### src/rtl/axi_rr_arbiter_if.sv
// AXI-Lite bundle with NUM_PORTS packed lanes; lane i owns slice i of every field.
// The arbiter uses one instance with NUM_IN lanes (masters side) and one with a single lane (slave side).
interface axi_rr_arbiter_if #(
  parameter int NUM_PORTS  = 1,
  parameter int ADDR_WIDTH = 20,
  parameter int DATA_WIDTH = 16,
  parameter int STRB_WIDTH = (DATA_WIDTH + 7) / 8
);
  logic [NUM_PORTS*ADDR_WIDTH-1:0] awaddr;
  logic [NUM_PORTS-1:0]            awvalid;
  logic [NUM_PORTS-1:0]            awready;
  logic [NUM_PORTS*DATA_WIDTH-1:0] wdata;
  logic [NUM_PORTS*STRB_WIDTH-1:0] wstrb;
  logic [NUM_PORTS-1:0]            wvalid;
  logic [NUM_PORTS-1:0]            wready;
  logic [NUM_PORTS*2-1:0]          bresp;
  logic [NUM_PORTS-1:0]            bvalid;
  logic [NUM_PORTS-1:0]            bready;
  logic [NUM_PORTS*ADDR_WIDTH-1:0] araddr;
  logic [NUM_PORTS-1:0]            arvalid;
  logic [NUM_PORTS-1:0]            arready;
  logic [NUM_PORTS*DATA_WIDTH-1:0] rdata;
  logic [NUM_PORTS*2-1:0]          rresp;
  logic [NUM_PORTS-1:0]            rvalid;
  logic [NUM_PORTS-1:0]            rready;

  modport master (
    output awaddr, awvalid, wdata, wstrb, wvalid, bready, araddr, arvalid, rready,
    input  awready, wready, bresp, bvalid, arready, rdata, rresp, rvalid
  );

  modport slave (
    input  awaddr, awvalid, wdata, wstrb, wvalid, bready, araddr, arvalid, rready,
    output awready, wready, bresp, bvalid, arready, rdata, rresp, rvalid
  );
endinterface

### src/rtl/axi_rr_arbiter.sv
// N-to-1 AXI-Lite arbiter: independent round-robin write and read FSMs, each grant
// held from address through response so a write and a read from different masters can overlap.
module axi_rr_arbiter #(
  parameter int NUM_IN         = 3,
  parameter int AXI_ADDR_WIDTH = 20,
  parameter int AXI_DATA_WIDTH = 16,
  parameter int AXI_STRB_WIDTH = (AXI_DATA_WIDTH + 7) / 8
) (
  input  logic             axi_clk,
  input  logic             axi_reset,
  axi_rr_arbiter_if.slave  in_axi,
  axi_rr_arbiter_if.master out_axi
);

  localparam int GW = $clog2(NUM_IN);
  localparam logic [GW-1:0] LAST_INIT = GW'(NUM_IN - 1);

  typedef enum logic [1:0] {
    ST_IDLE = 2'd0,
    ST_ADDR = 2'd1,
    ST_RESP = 2'd2
  } state_t;

  // Nearest requester after 'last' wins; scanning farthest-first lets the nearest overwrite.
  function automatic logic [GW-1:0] rr_pick(input logic [NUM_IN-1:0] req,
                                             input logic [GW-1:0]     last);
    logic [GW-1:0] pick;
    int            idx;
    pick = last;
    for (int k = NUM_IN; k >= 1; k--) begin
      idx = int'(last) + k;
      if (idx >= NUM_IN) idx = idx - NUM_IN;
      if (req[idx]) pick = GW'(idx);
    end
    return pick;
  endfunction

  // Per-master views of the packed request fields
  logic [AXI_ADDR_WIDTH-1:0] awaddr_arr [NUM_IN];
  logic [AXI_DATA_WIDTH-1:0] wdata_arr  [NUM_IN];
  logic [AXI_STRB_WIDTH-1:0] wstrb_arr  [NUM_IN];
  logic [AXI_ADDR_WIDTH-1:0] araddr_arr [NUM_IN];

  // Write FSM state
  state_t         wr_state_reg, wr_state_next;
  logic [GW-1:0]  wr_grant_reg, wr_grant_next;
  logic [GW-1:0]  last_wr_reg, last_wr_next;
  logic           aw_done_reg, aw_done_next;
  logic           w_done_reg, w_done_next;

  // Read FSM state
  state_t         rd_state_reg, rd_state_next;
  logic [GW-1:0]  rd_grant_reg, rd_grant_next;
  logic [GW-1:0]  last_rd_reg, last_rd_next;

  // Write-side outputs
  logic [NUM_IN-1:0]         wr_sel;
  logic [NUM_IN-1:0]         wr_route;
  logic [AXI_ADDR_WIDTH-1:0] out_awaddr_c;
  logic                      out_awvalid_c;
  logic [AXI_DATA_WIDTH-1:0] out_wdata_c;
  logic [AXI_STRB_WIDTH-1:0] out_wstrb_c;
  logic                      out_wvalid_c;
  logic                      out_bready_c;
  logic [NUM_IN-1:0]         in_awready_c;
  logic [NUM_IN-1:0]         in_wready_c;
  logic [NUM_IN-1:0]         in_bvalid_c;

  // Read-side outputs
  logic [NUM_IN-1:0]         rd_sel;
  logic [NUM_IN-1:0]         rd_route;
  logic [AXI_ADDR_WIDTH-1:0] out_araddr_c;
  logic                      out_arvalid_c;
  logic                      out_rready_c;
  logic [NUM_IN-1:0]         in_arready_c;
  logic [NUM_IN-1:0]         in_rvalid_c;

  genvar gi;
  generate
    for (gi = 0; gi < NUM_IN; gi++) begin : g_lane
      assign awaddr_arr[gi] = in_axi.awaddr[gi*AXI_ADDR_WIDTH +: AXI_ADDR_WIDTH];
      assign wdata_arr[gi]  = in_axi.wdata[gi*AXI_DATA_WIDTH +: AXI_DATA_WIDTH];
      assign wstrb_arr[gi]  = in_axi.wstrb[gi*AXI_STRB_WIDTH +: AXI_STRB_WIDTH];
      assign araddr_arr[gi] = in_axi.araddr[gi*AXI_ADDR_WIDTH +: AXI_ADDR_WIDTH];

      assign in_axi.bresp[gi*2 +: 2] = wr_route[gi] ? out_axi.bresp : 2'b00;
      assign in_axi.rdata[gi*AXI_DATA_WIDTH +: AXI_DATA_WIDTH] =
        rd_route[gi] ? out_axi.rdata : '0;
      assign in_axi.rresp[gi*2 +: 2] = rd_route[gi] ? out_axi.rresp : 2'b00;
    end
  endgenerate

  assign in_axi.awready  = in_awready_c;
  assign in_axi.wready   = in_wready_c;
  assign in_axi.bvalid   = in_bvalid_c;
  assign in_axi.arready  = in_arready_c;
  assign in_axi.rvalid   = in_rvalid_c;

  assign out_axi.awaddr  = out_awaddr_c;
  assign out_axi.awvalid = out_awvalid_c;
  assign out_axi.wdata   = out_wdata_c;
  assign out_axi.wstrb   = out_wstrb_c;
  assign out_axi.wvalid  = out_wvalid_c;
  assign out_axi.bready  = out_bready_c;
  assign out_axi.araddr  = out_araddr_c;
  assign out_axi.arvalid = out_arvalid_c;
  assign out_axi.rready  = out_rready_c;

  // ---------------- write FSM ----------------
  always_ff @(posedge axi_clk) begin
    if (axi_reset) begin
      wr_state_reg <= ST_IDLE;
      wr_grant_reg <= '0;
      last_wr_reg  <= LAST_INIT;
      aw_done_reg  <= 1'b0;
      w_done_reg   <= 1'b0;
    end else begin
      wr_state_reg <= wr_state_next;
      wr_grant_reg <= wr_grant_next;
      last_wr_reg  <= last_wr_next;
      aw_done_reg  <= aw_done_next;
      w_done_reg   <= w_done_next;
    end
  end

  always_comb begin
    wr_state_next = wr_state_reg;
    wr_grant_next = wr_grant_reg;
    last_wr_next  = last_wr_reg;
    aw_done_next  = aw_done_reg;
    w_done_next   = w_done_reg;
    case (wr_state_reg)
      ST_IDLE: begin
        // W without AW never opens a grant
        if (|in_axi.awvalid) begin
          wr_grant_next = rr_pick(in_axi.awvalid, last_wr_reg);
          aw_done_next  = 1'b0;
          w_done_next   = 1'b0;
          wr_state_next = ST_ADDR;
        end
      end
      ST_ADDR: begin
        aw_done_next = aw_done_reg || (out_awvalid_c && out_axi.awready[0]);
        w_done_next  = w_done_reg || (out_wvalid_c && out_axi.wready[0]);
        if (aw_done_next && w_done_next) wr_state_next = ST_RESP;
      end
      ST_RESP: begin
        if (out_axi.bvalid[0] && out_bready_c) begin
          last_wr_next  = wr_grant_reg;
          wr_state_next = ST_IDLE;
        end
      end
      default: wr_state_next = ST_IDLE;
    endcase
  end

  always_comb begin
    wr_sel               = '0;
    wr_sel[wr_grant_reg] = 1'b1;
    wr_route             = '0;
    out_awaddr_c         = '0;
    out_awvalid_c        = 1'b0;
    out_wdata_c          = '0;
    out_wstrb_c          = '0;
    out_wvalid_c         = 1'b0;
    out_bready_c         = 1'b0;
    in_awready_c         = '0;
    in_wready_c          = '0;
    in_bvalid_c          = '0;
    case (wr_state_reg)
      ST_ADDR: begin
        out_awaddr_c  = awaddr_arr[wr_grant_reg];
        out_awvalid_c = in_axi.awvalid[wr_grant_reg] && !aw_done_reg;
        out_wdata_c   = wdata_arr[wr_grant_reg];
        out_wstrb_c   = wstrb_arr[wr_grant_reg];
        out_wvalid_c  = in_axi.wvalid[wr_grant_reg] && !w_done_reg;
        out_bready_c  = in_axi.bready[wr_grant_reg];
        in_awready_c  = wr_sel & {NUM_IN{out_axi.awready[0] && !aw_done_reg}};
        in_wready_c   = wr_sel & {NUM_IN{out_axi.wready[0] && !w_done_reg}};
      end
      ST_RESP: begin
        wr_route     = wr_sel;
        out_bready_c = in_axi.bready[wr_grant_reg];
        in_bvalid_c  = wr_sel & {NUM_IN{out_axi.bvalid[0]}};
      end
      default: ;
    endcase
  end

  // ---------------- read FSM ----------------
  always_ff @(posedge axi_clk) begin
    if (axi_reset) begin
      rd_state_reg <= ST_IDLE;
      rd_grant_reg <= '0;
      last_rd_reg  <= LAST_INIT;
    end else begin
      rd_state_reg <= rd_state_next;
      rd_grant_reg <= rd_grant_next;
      last_rd_reg  <= last_rd_next;
    end
  end

  always_comb begin
    rd_state_next = rd_state_reg;
    rd_grant_next = rd_grant_reg;
    last_rd_next  = last_rd_reg;
    case (rd_state_reg)
      ST_IDLE: begin
        if (|in_axi.arvalid) begin
          rd_grant_next = rr_pick(in_axi.arvalid, last_rd_reg);
          rd_state_next = ST_ADDR;
        end
      end
      ST_ADDR: begin
        if (out_arvalid_c && out_axi.arready[0]) rd_state_next = ST_RESP;
      end
      ST_RESP: begin
        if (out_axi.rvalid[0] && out_rready_c) begin
          last_rd_next  = rd_grant_reg;
          rd_state_next = ST_IDLE;
        end
      end
      default: rd_state_next = ST_IDLE;
    endcase
  end

  always_comb begin
    rd_sel               = '0;
    rd_sel[rd_grant_reg] = 1'b1;
    rd_route             = '0;
    out_araddr_c         = '0;
    out_arvalid_c        = 1'b0;
    out_rready_c         = 1'b0;
    in_arready_c         = '0;
    in_rvalid_c          = '0;
    case (rd_state_reg)
      ST_ADDR: begin
        out_araddr_c  = araddr_arr[rd_grant_reg];
        out_arvalid_c = in_axi.arvalid[rd_grant_reg];
        in_arready_c  = rd_sel & {NUM_IN{out_axi.arready[0]}};
      end
      ST_RESP: begin
        rd_route     = rd_sel;
        out_rready_c = in_axi.rready[rd_grant_reg];
        in_rvalid_c  = rd_sel & {NUM_IN{out_axi.rvalid[0]}};
      end
      default: ;
    endcase
  end

endmodule

### src/flat_wrapper.sv
// flat-port wrapper written by rule: the top's interface ports become plain ports
module axi_rr_arbiter_flat 
#(
  parameter int NUM_IN         = 3,
  parameter int AXI_ADDR_WIDTH = 20,
  parameter int AXI_DATA_WIDTH = 16,
  parameter int AXI_STRB_WIDTH = (AXI_DATA_WIDTH + 7) / 8
)
  (axi_clk, axi_reset, in_axi_awaddr, in_axi_awvalid, in_axi_wdata, in_axi_wstrb, in_axi_wvalid, in_axi_bready, in_axi_araddr, in_axi_arvalid, in_axi_rready, in_axi_awready, in_axi_wready, in_axi_bresp, in_axi_bvalid, in_axi_arready, in_axi_rdata, in_axi_rresp, in_axi_rvalid, out_axi_awaddr, out_axi_awvalid, out_axi_wdata, out_axi_wstrb, out_axi_wvalid, out_axi_bready, out_axi_araddr, out_axi_arvalid, out_axi_rready, out_axi_awready, out_axi_wready, out_axi_bresp, out_axi_bvalid, out_axi_arready, out_axi_rdata, out_axi_rresp, out_axi_rvalid);
  axi_rr_arbiter_if #(.NUM_PORTS((3)), .ADDR_WIDTH((20)), .DATA_WIDTH((16)), .STRB_WIDTH((((16) + 7) / 8))) in_axi_i ();
  axi_rr_arbiter_if #(.NUM_PORTS(1), .ADDR_WIDTH((20)), .DATA_WIDTH((16)), .STRB_WIDTH((((16) + 7) / 8))) out_axi_i ();
  input  logic axi_clk;
  input  logic axi_reset;
  input wire logic [$bits(in_axi_i.awaddr)-1:0] in_axi_awaddr;
  input wire logic [$bits(in_axi_i.awvalid)-1:0] in_axi_awvalid;
  input wire logic [$bits(in_axi_i.wdata)-1:0] in_axi_wdata;
  input wire logic [$bits(in_axi_i.wstrb)-1:0] in_axi_wstrb;
  input wire logic [$bits(in_axi_i.wvalid)-1:0] in_axi_wvalid;
  input wire logic [$bits(in_axi_i.bready)-1:0] in_axi_bready;
  input wire logic [$bits(in_axi_i.araddr)-1:0] in_axi_araddr;
  input wire logic [$bits(in_axi_i.arvalid)-1:0] in_axi_arvalid;
  input wire logic [$bits(in_axi_i.rready)-1:0] in_axi_rready;
  output wire logic [$bits(in_axi_i.awready)-1:0] in_axi_awready;
  output wire logic [$bits(in_axi_i.wready)-1:0] in_axi_wready;
  output wire logic [$bits(in_axi_i.bresp)-1:0] in_axi_bresp;
  output wire logic [$bits(in_axi_i.bvalid)-1:0] in_axi_bvalid;
  output wire logic [$bits(in_axi_i.arready)-1:0] in_axi_arready;
  output wire logic [$bits(in_axi_i.rdata)-1:0] in_axi_rdata;
  output wire logic [$bits(in_axi_i.rresp)-1:0] in_axi_rresp;
  output wire logic [$bits(in_axi_i.rvalid)-1:0] in_axi_rvalid;
  output wire logic [$bits(out_axi_i.awaddr)-1:0] out_axi_awaddr;
  output wire logic [$bits(out_axi_i.awvalid)-1:0] out_axi_awvalid;
  output wire logic [$bits(out_axi_i.wdata)-1:0] out_axi_wdata;
  output wire logic [$bits(out_axi_i.wstrb)-1:0] out_axi_wstrb;
  output wire logic [$bits(out_axi_i.wvalid)-1:0] out_axi_wvalid;
  output wire logic [$bits(out_axi_i.bready)-1:0] out_axi_bready;
  output wire logic [$bits(out_axi_i.araddr)-1:0] out_axi_araddr;
  output wire logic [$bits(out_axi_i.arvalid)-1:0] out_axi_arvalid;
  output wire logic [$bits(out_axi_i.rready)-1:0] out_axi_rready;
  input wire logic [$bits(out_axi_i.awready)-1:0] out_axi_awready;
  input wire logic [$bits(out_axi_i.wready)-1:0] out_axi_wready;
  input wire logic [$bits(out_axi_i.bresp)-1:0] out_axi_bresp;
  input wire logic [$bits(out_axi_i.bvalid)-1:0] out_axi_bvalid;
  input wire logic [$bits(out_axi_i.arready)-1:0] out_axi_arready;
  input wire logic [$bits(out_axi_i.rdata)-1:0] out_axi_rdata;
  input wire logic [$bits(out_axi_i.rresp)-1:0] out_axi_rresp;
  input wire logic [$bits(out_axi_i.rvalid)-1:0] out_axi_rvalid;
  assign in_axi_i.awaddr = in_axi_awaddr;
  assign in_axi_i.awvalid = in_axi_awvalid;
  assign in_axi_i.wdata = in_axi_wdata;
  assign in_axi_i.wstrb = in_axi_wstrb;
  assign in_axi_i.wvalid = in_axi_wvalid;
  assign in_axi_i.bready = in_axi_bready;
  assign in_axi_i.araddr = in_axi_araddr;
  assign in_axi_i.arvalid = in_axi_arvalid;
  assign in_axi_i.rready = in_axi_rready;
  assign in_axi_awready = in_axi_i.awready;
  assign in_axi_wready = in_axi_i.wready;
  assign in_axi_bresp = in_axi_i.bresp;
  assign in_axi_bvalid = in_axi_i.bvalid;
  assign in_axi_arready = in_axi_i.arready;
  assign in_axi_rdata = in_axi_i.rdata;
  assign in_axi_rresp = in_axi_i.rresp;
  assign in_axi_rvalid = in_axi_i.rvalid;
  assign out_axi_awaddr = out_axi_i.awaddr;
  assign out_axi_awvalid = out_axi_i.awvalid;
  assign out_axi_wdata = out_axi_i.wdata;
  assign out_axi_wstrb = out_axi_i.wstrb;
  assign out_axi_wvalid = out_axi_i.wvalid;
  assign out_axi_bready = out_axi_i.bready;
  assign out_axi_araddr = out_axi_i.araddr;
  assign out_axi_arvalid = out_axi_i.arvalid;
  assign out_axi_rready = out_axi_i.rready;
  assign out_axi_i.awready = out_axi_awready;
  assign out_axi_i.wready = out_axi_wready;
  assign out_axi_i.bresp = out_axi_bresp;
  assign out_axi_i.bvalid = out_axi_bvalid;
  assign out_axi_i.arready = out_axi_arready;
  assign out_axi_i.rdata = out_axi_rdata;
  assign out_axi_i.rresp = out_axi_rresp;
  assign out_axi_i.rvalid = out_axi_rvalid;
  axi_rr_arbiter #(.NUM_IN(NUM_IN), .AXI_ADDR_WIDTH(AXI_ADDR_WIDTH), .AXI_DATA_WIDTH(AXI_DATA_WIDTH), .AXI_STRB_WIDTH(AXI_STRB_WIDTH)) u_core (.axi_clk(axi_clk), .axi_reset(axi_reset), .in_axi(in_axi_i), .out_axi(out_axi_i));
endmodule
### config.mk
export PLATFORM = sky130hd
export DESIGN_NAME = axi_rr_arbiter_flat
export DESIGN_NICKNAME = d
export VERILOG_FILES = /design/src/rtl/axi_rr_arbiter_if.sv /design/src/rtl/axi_rr_arbiter.sv /design/src/flat_wrapper.sv
export SDC_FILE = /design/constraint.sdc
export NUM_CORES = 1
export LEC_CHECK = 0
export CORE_AREA = 2 2 139 141
export CTS_BUF_LIST = sky130_fd_sc_hd__clkbuf_4
export CTS_CLUSTER_DIAMETER = 40
export CTS_CLUSTER_SIZE = 28
export DETAILED_ROUTE_END_ITERATION = 10
export DIE_AREA = 0 0 141 143
export PLACE_DENSITY_LB_ADDON = 0.1
export SLEW_MARGIN = 5
export SYNTH_ARGS = -nofsm -noshare
export SYNTH_HDL_FRONTEND = slang
export SYNTH_SLANG_ARGS = --single-unit
### constraint.sdc
create_clock -name axi_clk -period 5.2 [get_ports axi_clk]
set_input_delay 0.52 -clock axi_clk [delete_from_list [all_inputs] [get_ports axi_clk]]
set_output_delay 0.52 -clock axi_clk [all_outputs]
set_load 0.03 [all_outputs]
==> impl_metrics.ini <==
[clock_network]
path_clk_slew_ns = 0.10
cts_setup_buffers = 0
numCtsBuffers = 3
hold_buffers = 0
post_cts_resized = 0
clock_latency_ns = 0.29
root_buffer = clkbuf_4
cts_tree = done
htree_num_levels = 1
clockBufferDepth = 2
clock-sinks = 14

[drt]
drc = 0
ant_nets = 0
num_vias = 4785
avgViaCountPerCell = 4.50
wl_per_cell_um = 17.1
drtIter0Drc = 124
firstDrtPassIters = 4
routed_wl_um = 18200

[floorplanning]
ios = 354
core_um2 = 18600
die_w_um = 141
die_area_um2 = 20200
start_util = 0.175
die_y_um = 143
rows = 50

[job]
maxCapViolCount = 0

[pwr]
total_leakage_power_nw = 2.63
power.share.combinational = 0.871
peakVddDrop_mv = 0.107
swShare = 0.522
pwr-share-seq = 0.085
power_density_nw_per_um2 = 230
pwr-share-clk = 0.044
total_power_mw = 1.61
p_sw_uw = 841
internal_power_uw = 771

[critical_path]
crit_fanout = 28
cp-startpoint = u_core.rd_grant_reg[0]$_SDFFE_PP0P_
cpPeakStageDelay_ns = 0.80
regToRegSetupSlack_ns = 2.58
regToRegStartpoint = u_core.wr_grant_reg[0]$_SDFFE_PP0P_
worst_path_dominant_cell_family = buffers and inverters
path_depth = 6
endpoint_kind = output port
cpMostUsedCell = buf_4
rr_worst_depth = 6
crit_chain = buf_4, nor2b_2, buf_4, a21oi_1, nor2_1, clkdlybuf4s50_1
worstSetupPathType = reg2out
critical_path_buf_inv_count = 3
cp_slowest_cell = nor2b_2
worstSetupStartpointType = register
crit_arrival_ns = 2.99
cp.required_ns = 4.68

[finish]
ff_latch_area_um2 = 282
multiInputGateArea_um2 = 2760
syn_to_final_growth_pct = 115
nets = 1056
fillers = 1915
layout-drive-gt1-share = 0.0205

[logic_synthesis]
syn_nets = 731
async_flop_share = 0
synth_ff_type = dfxtp_1
syn_area_um2 = 3250
yosysSeqAreaShare = 0.0863
netlist_instances = 504
syn_area_per_cell_um2 = 6.45
synth_edf_count = 0
ys_ff_latch = 14
yosysWarnings = 0
synth_cell_types = 42

[timing]
rsz0062_at_grt = false
slew_headroom = 0.179
drv_slew = 0
finClkSkew_ns = 0.00301
whs_ns = 0.507
fin_crit_ns = 3.51
tightest_slew_ns = 1.23
setup_viol = 0
setup-tns-final_ns = 0
max_freq_mhz = 285
finalHoldViolations = 0
min_period_over_period = 0.674

[hold_path]
hp-start = u_core.wr_state_reg[1]$_SDFFE_PP0P_
min_path_type = reg2reg
worstHoldPathCells = 2

[grt]
antenna_found_initial = 1
grt_pass1_vias = 4959
grt_start_max_net_pins = 55
overflow = 0
grt_use_total = 0.167
grt_pass1_wl_um = 27100

[place]
port_buffers = 353
place_hpwl_um = 14600
gp_congestion = 0.899

[run_status]
status = finished clean
[routing by layer]
metal	track usage	wire length, µm	share of wire	vias up
li1	-	-	-	2373
met1	0.178	6860	0.38	2168
met2	0.325	9560	0.52	232
met3	0.0493	1620	0.089	12
met4	0.0311	177	0.0097	0
met5	0	0	0	-
[placed cells by master (no fill, tap or decap), drive strengths merged, types with 2 or more instances in the layout]
| cell | synthesis | routed |
|---|---|---|
| o2bb2ai | 2 | 2 |
| nand3 | 3 | 3 |
| and2 | 80 | 80 |
| nor3 | 15 | 15 |
| a311oi | 2 | 2 |
| buf | 17 | 8 |
| nor3b | 3 | 3 |
| nand2 | 52 | 52 |
| a21oi | 24 | 24 |
| ha | 11 | 11 |
| nand3b | 4 | 4 |
| o22ai | 2 | 2 |
| nor2b | 8 | 8 |
| dfxtp | 14 | 14 |
| a211o | 2 | 2 |
| inv | 9 | 9 |
| a221oi | 3 | 3 |
| mux2i | 69 | 69 |
| and3 | 22 | 22 |
| a211oi | 5 | 5 |
| o21ai | 43 | 43 |
| nor2 | 66 | 66 |
| nand2b | 10 | 10 |
| clkbuf | 24 | 3 |
| clkdlybuf4s50 | 0 | 353 |
[cells by family (layout without fill, tap and decap cells)]
group                      after synthesis  after routing  share of synthesized area
AOI/OAI and AO/OA                       91             91                      0.166
adders and majority gates               11             11                     0.0424
buffers and inverters                   50            374                     0.0651
DFF                                     14             14                     0.0863
muxes                                   70             70                      0.216
other                                    0              1                          0
and+or+nand+nor                        268            268                      0.425
[final timing paths]
check                                        endpoint
hold / removal    u_core.wr_state_reg[1]$_SDFFE_PP0P_
setup / recovery                    out_axi_araddr[7]
setup reg to reg  u_core.wr_state_reg[1]$_SDFFE_PP0P_
hold reg to reg   u_core.wr_state_reg[1]$_SDFFE_PP0P_
[cells in the mapped netlist, drive strengths merged, types with 2 or more instances]
cell type	n	share of area
o21ai	43	0.066
and3	22	0.042
o2bb2ai	2	0.0054
clkbuf	24	0.028
nor3	15	0.025
a21oi	24	0.037
mux2i	69	0.21
a211o	2	0.0054
nand2b	10	0.019
dfxtp	14	0.086
nor2	66	0.076
inv	9	0.010
ha	11	0.042
a211oi	5	0.013
a221oi	3	0.0081
nor3b	3	0.0069
nand3	3	0.0046
nand2	52	0.060
nand3b	4	0.0092
nor2b	8	0.015
o22ai	2	0.0038
and2	80	0.15
buf	17	0.027
a311oi	2	0.0054
[worst min-delay path, delay by kind of cell (launching register included)]
family,cells,cell delay [ns]
simple gates,1,0.07
mux,1,0.06
flops,1,0.34
[power groups by stage]
stage,Sequential (mW),Clock (mW),Combinational [mW]
after floorplan,0.134,0,0.835
after global routing,0.139,0.0800,1.50
after detailed placement,0.139,0,1.42
final,0.137,0.0707,1.40
after CTS,0.137,0.0758,1.42
after global placement,0.138,0,1.41
[through the flow]
step,instances,area (µm²),worst slack (ns),utilization
final,1063,6990,1.69,0.376
after global routing,1063,6990,1.37,0.376
after CTS,1062,6990,1.55,0.376
after detailed placement,1058,6960,1.90,0.375
after global placement,1058,6960,1.99,0.375
after floorplan,504,3250,3.15,-
[layout make-up]
class | instances | share of cell area
diodes | 1 | 0.000358
clock buffers | 3 | 0.00322
clock inverters | 1 | 0.000537
inverters | 9 | 0.00483
multi-input cells | 440 | 0.395
flip-flops and latches | 14 | 0.0403
well taps | 234 | 0.0419
repair buffers | 361 | 0.514
(Power assumes the default switching activity.)
